### src/rtl/exp5_pkg.sv
`default_nettype none
// +----------------------------------------------------------------------+
// | exp5_pkg: state codes and defaults shared by the memory-game control   |
// | unit and the datapath debug display.                                   |
// | Rev 1.0                                                                |
// +----------------------------------------------------------------------+
package exp5_pkg;

  typedef enum logic [3:0] {
    ST_INICIAL       = 4'h0,
    ST_PREPARACAO    = 4'h1,
    ST_ESPERA_JOGADA = 4'h2,
    ST_REGISTRA      = 4'h4,
    ST_COMPARACAO    = 4'h5,
    ST_PROXIMO       = 4'h6,
    ST_FIM_ACERTOU   = 4'hA,
    ST_FIM_TIMEOUT   = 4'hD,
    ST_FIM_ERROU     = 4'hE
  } state_t;

  localparam int c_timeout_default = 3000;

endpackage
`default_nettype wire

### src/rtl/contador_m.sv
`default_nettype none
// +----------------------------------------------------------------------+
// | contador_m: modulo-M counter with synchronous clear and saturation at  |
// | its terminal value M-1 (never wraps).                                  |
// | Rev 1.0                                                                |
// +----------------------------------------------------------------------+
module contador_m #(
  parameter int M = 3000,
  parameter int N = 12
) (
  input  logic clock,
  input  logic reset,
  input  logic zera,
  input  logic conta,
  output logic fim
);

  localparam logic [N-1:0] c_last = N'(M - 1);

  logic [N-1:0] r_count;

  always_ff @(posedge clock or negedge reset) begin
    if (!reset) begin
      r_count <= '0;
    end else if (zera) begin
      r_count <= '0;
    end else if (conta && (r_count != c_last)) begin
      r_count <= r_count + 1'b1;
    end
  end

  assign fim = (r_count == c_last);

endmodule
`default_nettype wire

### src/rtl/exp5_unidade_controle.sv
`default_nettype none
// +----------------------------------------------------------------------+
// | exp5_unidade_controle: Moore FSM sequencing one memory-game round of   |
// | up to 16 plays, with a per-play timeout.                               |
// | Rev 1.0                                                                |
// +----------------------------------------------------------------------+
module exp5_unidade_controle
  import exp5_pkg::*;
#(
  parameter int TIMEOUT = c_timeout_default,
  parameter int TW      = 12
) (
  input  logic       clock,
  input  logic       reset,
  input  logic       iniciar,
  input  logic       jogada_feita,
  input  logic       igual,
  input  logic       fimC,
  output logic       zeraC,
  output logic       contaC,
  output logic       zeraR,
  output logic       registraR,
  output logic       pronto,
  output logic       acertou,
  output logic       errou,
  output logic       timeout,
  output logic [3:0] db_estado
);

  state_t r_state;
  state_t w_state_next;
  logic   w_espera;
  logic   w_tout_fim;

  assign w_espera = (r_state == ST_ESPERA_JOGADA);

  // Cleared outside the wait state, so every play gets a fresh window.
  contador_m #(
    .M (TIMEOUT),
    .N (TW)
  ) u_timeout_cnt (
    .clock (clock),
    .reset (reset),
    .zera  (!w_espera),
    .conta (w_espera),
    .fim   (w_tout_fim)
  );

  always_ff @(posedge clock or negedge reset) begin
    if (!reset) begin
      r_state <= ST_INICIAL;
    end else begin
      r_state <= w_state_next;
    end
  end

  always_comb begin
    w_state_next = ST_INICIAL;
    case (r_state)
      ST_INICIAL:       w_state_next = iniciar ? ST_PREPARACAO : ST_INICIAL;
      ST_PREPARACAO:    w_state_next = ST_ESPERA_JOGADA;
      // A play arriving on the timeout cycle still counts.
      ST_ESPERA_JOGADA: begin
        if (jogada_feita)    w_state_next = ST_REGISTRA;
        else if (w_tout_fim) w_state_next = ST_FIM_TIMEOUT;
        else                 w_state_next = ST_ESPERA_JOGADA;
      end
      ST_REGISTRA:      w_state_next = ST_COMPARACAO;
      ST_COMPARACAO: begin
        if (!igual)    w_state_next = ST_FIM_ERROU;
        else if (fimC) w_state_next = ST_FIM_ACERTOU;
        else           w_state_next = ST_PROXIMO;
      end
      ST_PROXIMO:       w_state_next = ST_ESPERA_JOGADA;
      ST_FIM_ACERTOU:   w_state_next = iniciar ? ST_PREPARACAO : ST_FIM_ACERTOU;
      ST_FIM_TIMEOUT:   w_state_next = iniciar ? ST_PREPARACAO : ST_FIM_TIMEOUT;
      ST_FIM_ERROU:     w_state_next = iniciar ? ST_PREPARACAO : ST_FIM_ERROU;
      default:          w_state_next = ST_INICIAL;
    endcase
  end

  always_comb begin
    zeraC     = (r_state == ST_INICIAL) || (r_state == ST_PREPARACAO);
    zeraR     = zeraC;
    registraR = (r_state == ST_REGISTRA);
    contaC    = (r_state == ST_PROXIMO);
    acertou   = (r_state == ST_FIM_ACERTOU);
    errou     = (r_state == ST_FIM_ERROU);
    timeout   = (r_state == ST_FIM_TIMEOUT);
    pronto    = acertou || errou || timeout;
    db_estado = r_state;
  end

endmodule
`default_nettype wire

### config.mk
export PLATFORM = sky130hd
export DESIGN_NAME = exp5_unidade_controle
export DESIGN_NICKNAME = d
export VERILOG_FILES = /design/src/rtl/exp5_pkg.sv /design/src/rtl/contador_m.sv /design/src/rtl/exp5_unidade_controle.sv
export SDC_FILE = /design/constraint.sdc
export NUM_CORES = 1
export LEC_CHECK = 0
export ABC_CLOCK_PERIOD_IN_PS = 2800
export BUFFER_PORTS_ARGS = -buffer_cell sky130_fd_sc_hd__buf_2
export CELL_PAD_IN_SITES_DETAIL_PLACEMENT = 0
export CELL_PAD_IN_SITES_GLOBAL_PLACEMENT = 1
export CORE_ASPECT_RATIO = 1.1
export CORE_MARGIN = 5
export CORE_UTILIZATION = 44
export CTS_CLUSTER_SIZE = 12
export DETAILED_ROUTE_END_ITERATION = 8
export PLACE_DENSITY_LB_ADDON = 0.12
export SETUP_SLACK_MARGIN = 0.05
export SLEW_MARGIN = 10
export SYNTH_ARGS = -nofsm -noshare
export SYNTH_HDL_FRONTEND = slang
export SYNTH_SLANG_ARGS = --single-unit
### constraint.sdc
create_clock -name clock -period 2.8 [get_ports clock]
set_input_delay 0.56 -clock clock [delete_from_list [all_inputs] [get_ports clock]]
set_output_delay 0.56 -clock clock [all_outputs]
set_load 0.1 [all_outputs]
# --- Word level (Yosys, flattened, before mapping) ---
# Cells that the tools add are included.
totals:
  mem_bits_ro: 0
  regBits: 16
  mem_bits_rw: 0
  in_bits: 6
  n_memories: 0
  output_inout_bits: 12
  latchBits: 0
  elab_cells: 31
op_classes:
  bitwise_logic: 0
  eq_ne: 11
  reduce_logical: 6
  n_mul: 0
  n_lt_le_gt_ge: 0
  addsub: 1
  n_mux: 11
  div: 0
  n_shift: 0
op_table:
  columns: ["op", "n"]
  rows:
  - ["$pmux 4 s8", 1]
  - ["$mux 4", 7]
  - ["$mux 12", 2]
  - ["$add 12x1->12 const B", 1]
  - ["$eq 12x12->1 const B", 1]
  - ["$eq 4x3->1 const B", 3]
  - ["$eq 4x4->1 const B", 3]
  - ["$ne 12x12->1 const B", 1]
  - ["$eq 4x1->1 const B", 1]
  - ["$eq 4x2->1 const B", 1]
  - ["$logic_not 4->1", 1]
  - ["$logic_or 1x1->1", 3]
  - ["$ne 2x2->1 const B", 1]
  - ["$reduce_or 2->1", 1]
  - ["$logic_and 1x1->1", 1]
  - ["$mux 1", 1]

# --- Longest topological paths before layout ---
# Gate-level depths: netlist of run 1.
logic_depth:
  depth_word: 4
  depth_mapped: 4
  ltp_nobuf: 4

# --- Cells and area by module ---
# From an unflattened synthesis of run 1, not the netlist that was laid out.
hier_totals:
  cells_unflattened: 108
  area_unflattened_um2: 1028.5
modules_own_cells:
  columns: ["mod", "cells_each", "instances", "area_each_um2", "seq_area_each_um2"]
  rows:
  - ["contador_m", 72, 1, 691.9, 300.3]
  - ["exp5_unidade_controle", 36, 1, 336.6, 100.1]

# --- Worst setup path before layout of run 1 ---
# OpenSTA, ideal clock, no wires.
synth_path:
  path_type: "reg-to-output"
  start: "reg r_state[3] (netlist: db_estado[3])"
  end: "out zeraR"
  t_required_ns: 2.240
  stages_incl_launch_ff: 4
  path_buffers: 2
  setup_slack_ns: -1.533
  arrival_ns: 3.773
  cell_sequence: "dfrtp_1 > clkbuf_1 > nor3_1 > buf_4"
synth_via:
  elab_chain_cells: 2
  elab_cells_between_ends: 3
  classes_between: "1 x eq/ne; 2 x reduce/logical"
synth_rtl:
  columns: ["item", "line_no", "rtl"]
  rows:
  - ["start: declaration", "exp5_unidade_controle.sv:30", "state_t r_state;"]
  - ["start signal: assignment", "exp5_unidade_controle.sv:53", "r_state <= w_state_next;"]
  - ["$eq 4x1->1 / $logic_not 4->1 (equally long branches)", "exp5_unidade_controle.sv:83", "zeraC = (r_state == ST_INICIAL) || (r_state == ST_PREPARACAO);"]
  - ["$logic_or 1x1->1 *", "exp5_unidade_controle.sv:83", null]
  - ["end: declaration", "exp5_unidade_controle.sv:21", "output logic zeraR,"]
# Every way passes the cells marked *; elsewhere a longest branch is shown, timed or not.

# --- Final worst setup path of run 1 ---
layout_path:
  start: "reg r_state[0] (netlist: db_estado[0])"
  end: "out acertou"
layout_via:
  elab_chain_cells: 1
layout_rtl:
  columns: ["item", "line_no", "rtl"]
  rows:
  - ["$eq 4x4->1", "exp5_unidade_controle.sv:87", "acertou = (r_state == ST_FIM_ACERTOU);"]
  - ["end: declaration", "exp5_unidade_controle.sv:24", "output logic acertou,"]
# No other way between the ends.

==> impl_metrics.ini, run 1 <==
[outcome]
status = complete, no violations

[yosys]
async_flop_share_pct = 100
ys_types = 42
avgSynthCellArea_um2 = 9.29
yosysWarnings = 0
syn_inst = 108
synth_nets = 115
synth_edf_count = 0
synth_area_leader_cell = dfrtp_1
synth_flop_cell = dfrtp_1
synthesis.area_um2 = 1000
netlist.area_leader.share_pct = 39.9
ys_ff_latch = 16
ys_seq_area_share_pct = 39.9
yosys-top-cells-area = dfrtp_1, a21oi_1, o31ai_1

[power_and_ir_drop]
netSwitchingPower_uw = 634
pwr-share-seq_pct = 32.3
power_density_nw_per_um2 = 939
combPwrFrac_pct = 53.9
clockPowerShare_pct = 13.8
internal-power_uw = 477
switching_share_pct = 57.1
ir_drop_mv = 0.705
p_leak_uw = 0.000484

[worst_hold_path]
hold_class = in -> async

[die]
start_util_pct = 45.5
die_w_um = 55.5
die_y_um = 60.1
core_um2 = 2210
core.rowCount = 18
pin_count = 18
fp.dieArea_um2 = 3340

[finish]
final_core_util_pct = 53.6
n_antenna_cell = 0
fin_nets = 131
areaGrowthSynthToFinish_pct = 18.0
fillers = 228
drive_gt1_share_pct = 30.1

[clocking]
hold_buffers = 0
clock_latency_ps = 290
clock_path_buffers = 2
clock_sinks = 16
cts-resized-gates = 0
htreeDepth = 1
clkTransAtPathRegs_ps = 100
clockRootBuffer = clkbuf_4
postCtsSetupBuffers = 0
cts_buffers = 3
cts_tree = done

[place]
gp_congestion = 0.727
hpwl_um = 1680
io_buffers = 17

[global_route]
grt_pass1_vias = 823
grt_pass1_wl_um = 3800
antenna_found_initial = 0
gr-usage-all-layers_pct = 14.6
grt_max_degree = 17
overflow = 0

[timing]
setup_viol_count_final = 0
drv_slew = 0
period_minus_slack_ps = 2320
post-route-period-util_pct = 83.0
max-slew-margin-rel_pct = 61.9
timing.hold.ws_ps = 166
setup-tns-final_ps = 0
tightest_slew_ps = 572
rsz0062_at_grt = no
final_hold_viol_count = 0
skew_ps = 9.65
max_freq_mhz = 431

[routing]
vias = 907
wl_per_cell_um = 14.6
drc = 0
totalWireLength_um = 2240
drt_iter0_drc = 26
drtAntennaViolNets = 0
vias_per_cell = 5.93
dr.pass1.iters = 4

[worst_setup_path]
worstSetupPathType = reg -> out
cp-start-kind = flop
crit_chain = nand3b_1, nor2_4, buf_2
crit_slowest_cell = dfrtp_2
crit_family = flip-flops
slowest_delay_ps = 520
cp.arrival_ps = 1760
cp_num_buf_inv = 1
crit_fanout = 14
cp.required_ps = 2240
cp-end-kind = output port

[job]
drv_cap = 0
-- sequential cells by signal, summed over array words and instances, names as in the netlist --
| signal | flops |
|---|---|
| db_estado | 4 |
| u_timeout_cnt.r_count | 12 |
-- cells in the final DEF, fill, tap and decap left out, types with 3 or more instances in the layout --
master / n
buf_2: 17
dfrtp_2: 4
inv_1: 6
a31oi_1: 3
nand2_1: 3
o21ai_0: 5
nand3_1: 6
or4_1: 3
nor2_1: 3
o31ai_1: 5
a21oi_1: 10
or3_1: 3
dfrtp_1: 12
clkbuf_4: 3
nand4_1: 3
-- per-layer routing --
metal  vias up  GRT usage (%)  part of all wire [%]
li1        451              -                     -
met5         -              0                     0
met1       429           17.0                    44
met2        21           26.4                    49
met3         6           3.02                   4.4
met4         0           6.25                   1.9
-- metrics by stage --
step / total power, µW / cell area [µm²] / instances / setup WS, ps
5_1_grt: 1160 / 1180 / 153 / 383
2_1_floorplan: 904 / 1060 / 108 / 40.4
3_5_place_dp: 967 / 1150 / 149 / 799
4_1_cts: 1120 / 1180 / 153 / 471
6_report: 1110 / 1180 / 153 / 477
3_3_place_gp: 962 / 1150 / 149 / 815
-- cell usage after synthesis, types with 2 or more instances --
| cell type | number |
|---|---|
| nor3_1 | 3 |
| a21oi_1 | 10 |
| xor2_1 | 2 |
| a211o_1 | 2 |
| a31oi_1 | 3 |
| clkbuf_1 | 3 |
| dfrtp_1 | 16 |
| nand3b_1 | 2 |
| o21ai_0 | 5 |
| o31ai_1 | 5 |
| or3_1 | 3 |
| nand4b_1 | 2 |
| nand4_1 | 3 |
| or4_1 | 3 |
| nand2b_1 | 2 |
| nor2_1 | 5 |
| nand2_1 | 4 |
| nand3_1 | 6 |
| inv_1 | 6 |
-- worst paths after layout --
kind	start	endpoint	slack, ps	cells after the start
setup / recovery	db_estado[0]$_DFF_PN0_	acertou	480	3
hold / removal	reset	u_timeout_cnt.r_count[2]$_DFFE_PN0P_	170	1
setup reg to reg	db_estado[2]$_DFF_PN0_	db_estado[3]$_DFF_PN0_	1020	2
hold reg to reg	u_timeout_cnt.r_count[11]$_DFFE_PN0P_	u_timeout_cnt.r_count[11]$_DFFE_PN0P_	580	2
max in group asynchronous	reset	db_estado[1]$_DFF_PN0_	2340	1
min in group clock	jogada_feita	db_estado[0]$_DFF_PN0_	530	2
-- cell type report --
type	count	area (µm²)	area share (%)
multi-input combinational	80	597	50.4
sequential	16	405	34.2
timing repair buffer	17	85.1	7.19
tap	30	37.5	3.17
clock buffer	4	36.3	3.07
inverter	6	22.5	1.90
-- power groups by stage --
| stage | Sequential, µW | Combinational (µW) | Clock (µW) |
|---|---|---|---|
| CTS | 358 | 604 | 158 |
| global route | 369 | 622 | 173 |
| finish | 359 | 598 | 153 |
| floorplan | 450 | 454 | 0 |
| global placement | 361 | 601 | 0 |
| detailed placement | 364 | 603 | 0 |
-- cell families (layout without fill, tap and decap cells) --
kind of cell	count (synthesis)	in the layout	synth area share, %
xor gates and xnor gates	3	3	2.62
and+or+nand+nor	44	44	28.9
adders and majority gates	1	1	1.25
buffers and inverters	12	27	5.74
AOI/OAI and AO/OA	32	32	21.6
DFF	16	16	39.9
(Power assumes the default switching activity.)
==> inputs of run 2 (changes only) <==
--- a/config.mk
+++ b/config.mk
@@ -5,13 +5,14 @@
 export SDC_FILE = /design/constraint.sdc
 export NUM_CORES = 1
 export LEC_CHECK = 0
-export ABC_CLOCK_PERIOD_IN_PS = 2800
+export ABC_AREA = 1
+export ABC_CLOCK_PERIOD_IN_PS = 2400
 export BUFFER_PORTS_ARGS = -buffer_cell sky130_fd_sc_hd__buf_2
 export CELL_PAD_IN_SITES_DETAIL_PLACEMENT = 0
 export CELL_PAD_IN_SITES_GLOBAL_PLACEMENT = 1
 export CORE_ASPECT_RATIO = 1.1
 export CORE_MARGIN = 5
-export CORE_UTILIZATION = 44
+export CORE_UTILIZATION = 39
 export CTS_CLUSTER_SIZE = 12
 export DETAILED_ROUTE_END_ITERATION = 8
 export PLACE_DENSITY_LB_ADDON = 0.12
==> constraint.sdc (replaced) <==
create_clock -name clock -period 2.4 [get_ports clock]
set_input_delay 0.48 -clock clock [delete_from_list [all_inputs] [get_ports clock]]
set_output_delay 0.48 -clock clock [all_outputs]
set_load 0.1 [all_outputs]
==> run 2 against run 1 <==
  * Critical path depth is 2 higher
  * Clock skew down 8.4 ps
  * Largest power group unchanged
  * Synthesized area is 13% higher
  * Synthesized cell count increased by 58%
  * Wire length grew 19%
  * Critical path type unchanged
  * Largest cell class unchanged
==> impl_metrics.ini, run 2 <==
[timing]
setup-tns-final_ps = 0
rsz0062_at_grt = no
max_freq_mhz = 465
post-route-period-util_pct = 89.6
max-slew-margin-rel_pct = 67.8
drv_slew = 0
tightest_slew_ps = 486
final_hold_viol_count = 0
skew_ps = 1.29
setup_viol_count_final = 0
period_minus_slack_ps = 2150

[worst_setup_path]
rr_worst_depth = 6
worstSetupPathType = reg -> out
reg2reg_setup_slack_ps = 1030
crit_fanout = 8
r2r-start = u_timeout_cnt.r_count[0]$_DFFE_PN0P_
cp.required_ps = 1920
cp-end-kind = output port
cp-start-kind = flop
rr_endpoint = u_timeout_cnt.r_count[1]$_DFFE_PN0P_
cp.arrival_ps = 1670

[yosys]
synth_most_common_cell = nand2_1
yosysWarnings = 0
synth_edf_count = 0
netlist.area_leader.share_pct = 35.3
avgSynthCellArea_um2 = 6.64
synth_flop_cell = dfrtp_1
ys_ff_latch = 16
synth_area_leader_cell = dfrtp_1
yosys-top-cells-area = dfrtp_1, nand2_1, nor2_1
synth_commonest_cells = nand2_1, nor2_1, inv_1
async_flop_share_pct = 100
syn_inst = 171
ys_types = 22
synth_nets = 178
ys_seq_area_share_pct = 35.3
synthesis.area_um2 = 1130

[finish]
largest_register = u_timeout_cnt.r_count
largest_reg_flops = 12
drive_gt1_share_pct = 23.8
layout_common_cells = nand2_1, nor2_1, inv_1
n_antenna_cell = 0
fin_nets = 197
final_common_cell = nand2_1
areaGrowthSynthToFinish_pct = 15.0

[routing]
dr.pass1.iters = 4
vias_per_cell = 4.79
drtAntennaViolNets = 0
drt_iter0_drc = 48
totalWireLength_um = 2670
vias = 1063
drc = 0
wl_per_cell_um = 12.0

[die]
fp.dieArea_um2 = 4090
core.rowCount = 20
pin_count = 18
start_util_pct = 40.9
core_um2 = 2780
die_w_um = 61.4
die_y_um = 66.6

[clocking]
cts-resized-gates = 0
postCtsSetupBuffers = 0
cts_buffers = 3
htreeDepth = 1
clock_sinks = 16
clock_latency_ps = 290
hold_buffers = 0
clkTransAtPathRegs_ps = 100
cts_tree = done
clock_path_buffers = 2
clockRootBuffer = clkbuf_4

[global_route]
grt_pass1_vias = 1030
antenna_found_initial = 0
overflow = 0
gr-usage-all-layers_pct = 14.7
grt_max_degree = 17
grt_pass1_wl_um = 4420

[job]
drv_cap = 0

[place]
hpwl_um = 2140
io_buffers = 17
gp_congestion = 0.777

[power_and_ir_drop]
power_density_nw_per_um2 = 1050
ir_drop_mv = 1.09
power_uw = 1360
p_leak_uw = 0.000683

[worst_hold_path]
hold_class = in -> async

[outcome]
status = complete, no violations
==> run 2: changes by cell type after synthesis, sizes merged, moves of 4 or more <==
cell / previous run / this run
a21oi: 10 / 6
inv: 6 / 26
nand2: 4 / 51
nand3: 6 / 14
nor2: 5 / 40
o31ai: 5 / 0
or3: 4 / 0
==> run 2: kinds of logic after synthesis <==
kind of cell / synth area share [%]
xor+xnor: 0.772
compound gates: 4.52
buf+inv: 11.2
fa+ha+maj: 1.10
simple gates: 47.1
flops: 35.3
==> run 2: metrics by stage <==
stage	utilization, %	std cells	hold WS, ps	worst slack, ps	instance area (µm²)
after CTS	47.0	222	96.7	217	1310
final	47.0	222	90.0	250	1310
after detailed placement	45.7	218	421	553	1270
after floorplan	-	171	184	113	1170
after global placement	45.7	218	418	548	1270
after global routing	47.0	222	112	151	1310
==> run 2: power breakdown <==
group          switching, µW  internal, µW  leakage, µW
logic                    654           151     0.000448
registers               66.7           308     0.000213
clock network           91.5          92.4    0.0000210
total                    812           552     0.000682
==> run 2: final cells by class <==
type | instances | area [µm²]
clock buffer | 4 | 36.3
fill | 300 | 1470
sequential | 16 | 405
tap | 33 | 41.3
multi-input combinational | 126 | 639
timing repair buffer | 17 | 85.1
inverter | 26 | 97.6
==> run 2: routing by layer <==
layer	GRT usage, %	part of all wire (%)
met1	16.2	41
met2	27.4	53
met3	2.52	4.9
met4	5.04	1.3
met5	0	0
==> run 2: how the worst max path moves through the flow <==
| stage | from | to | slack (ps) | depth (start not counted) |
|---|---|---|---|---|
| 3_5_place_dp | db_estado[1]$_DFF_PN0_ | acertou | 550 | 5 |
| 5_1_grt | db_estado[2]$_DFF_PN0_ | contaC | 150 | 5 |
| 4_1_cts | db_estado[1]$_DFF_PN0_ | acertou | 220 | 5 |
| 2_1_floorplan | db_estado[2]$_DFF_PN0_ | zeraR | 110 | 4 |
| 6_report | db_estado[1]$_DFF_PN0_ | acertou | 250 | 5 |
| 3_3_place_gp | db_estado[1]$_DFF_PN0_ | acertou | 550 | 5 |
==> run 2: worst max-delay path, stage by stage, from the launching register on <==
cell and delay (ps):
dfrtp_2 500, inv_1 60, nor2_1 130, nand2_1 160, nor2_4 100, buf_2 420
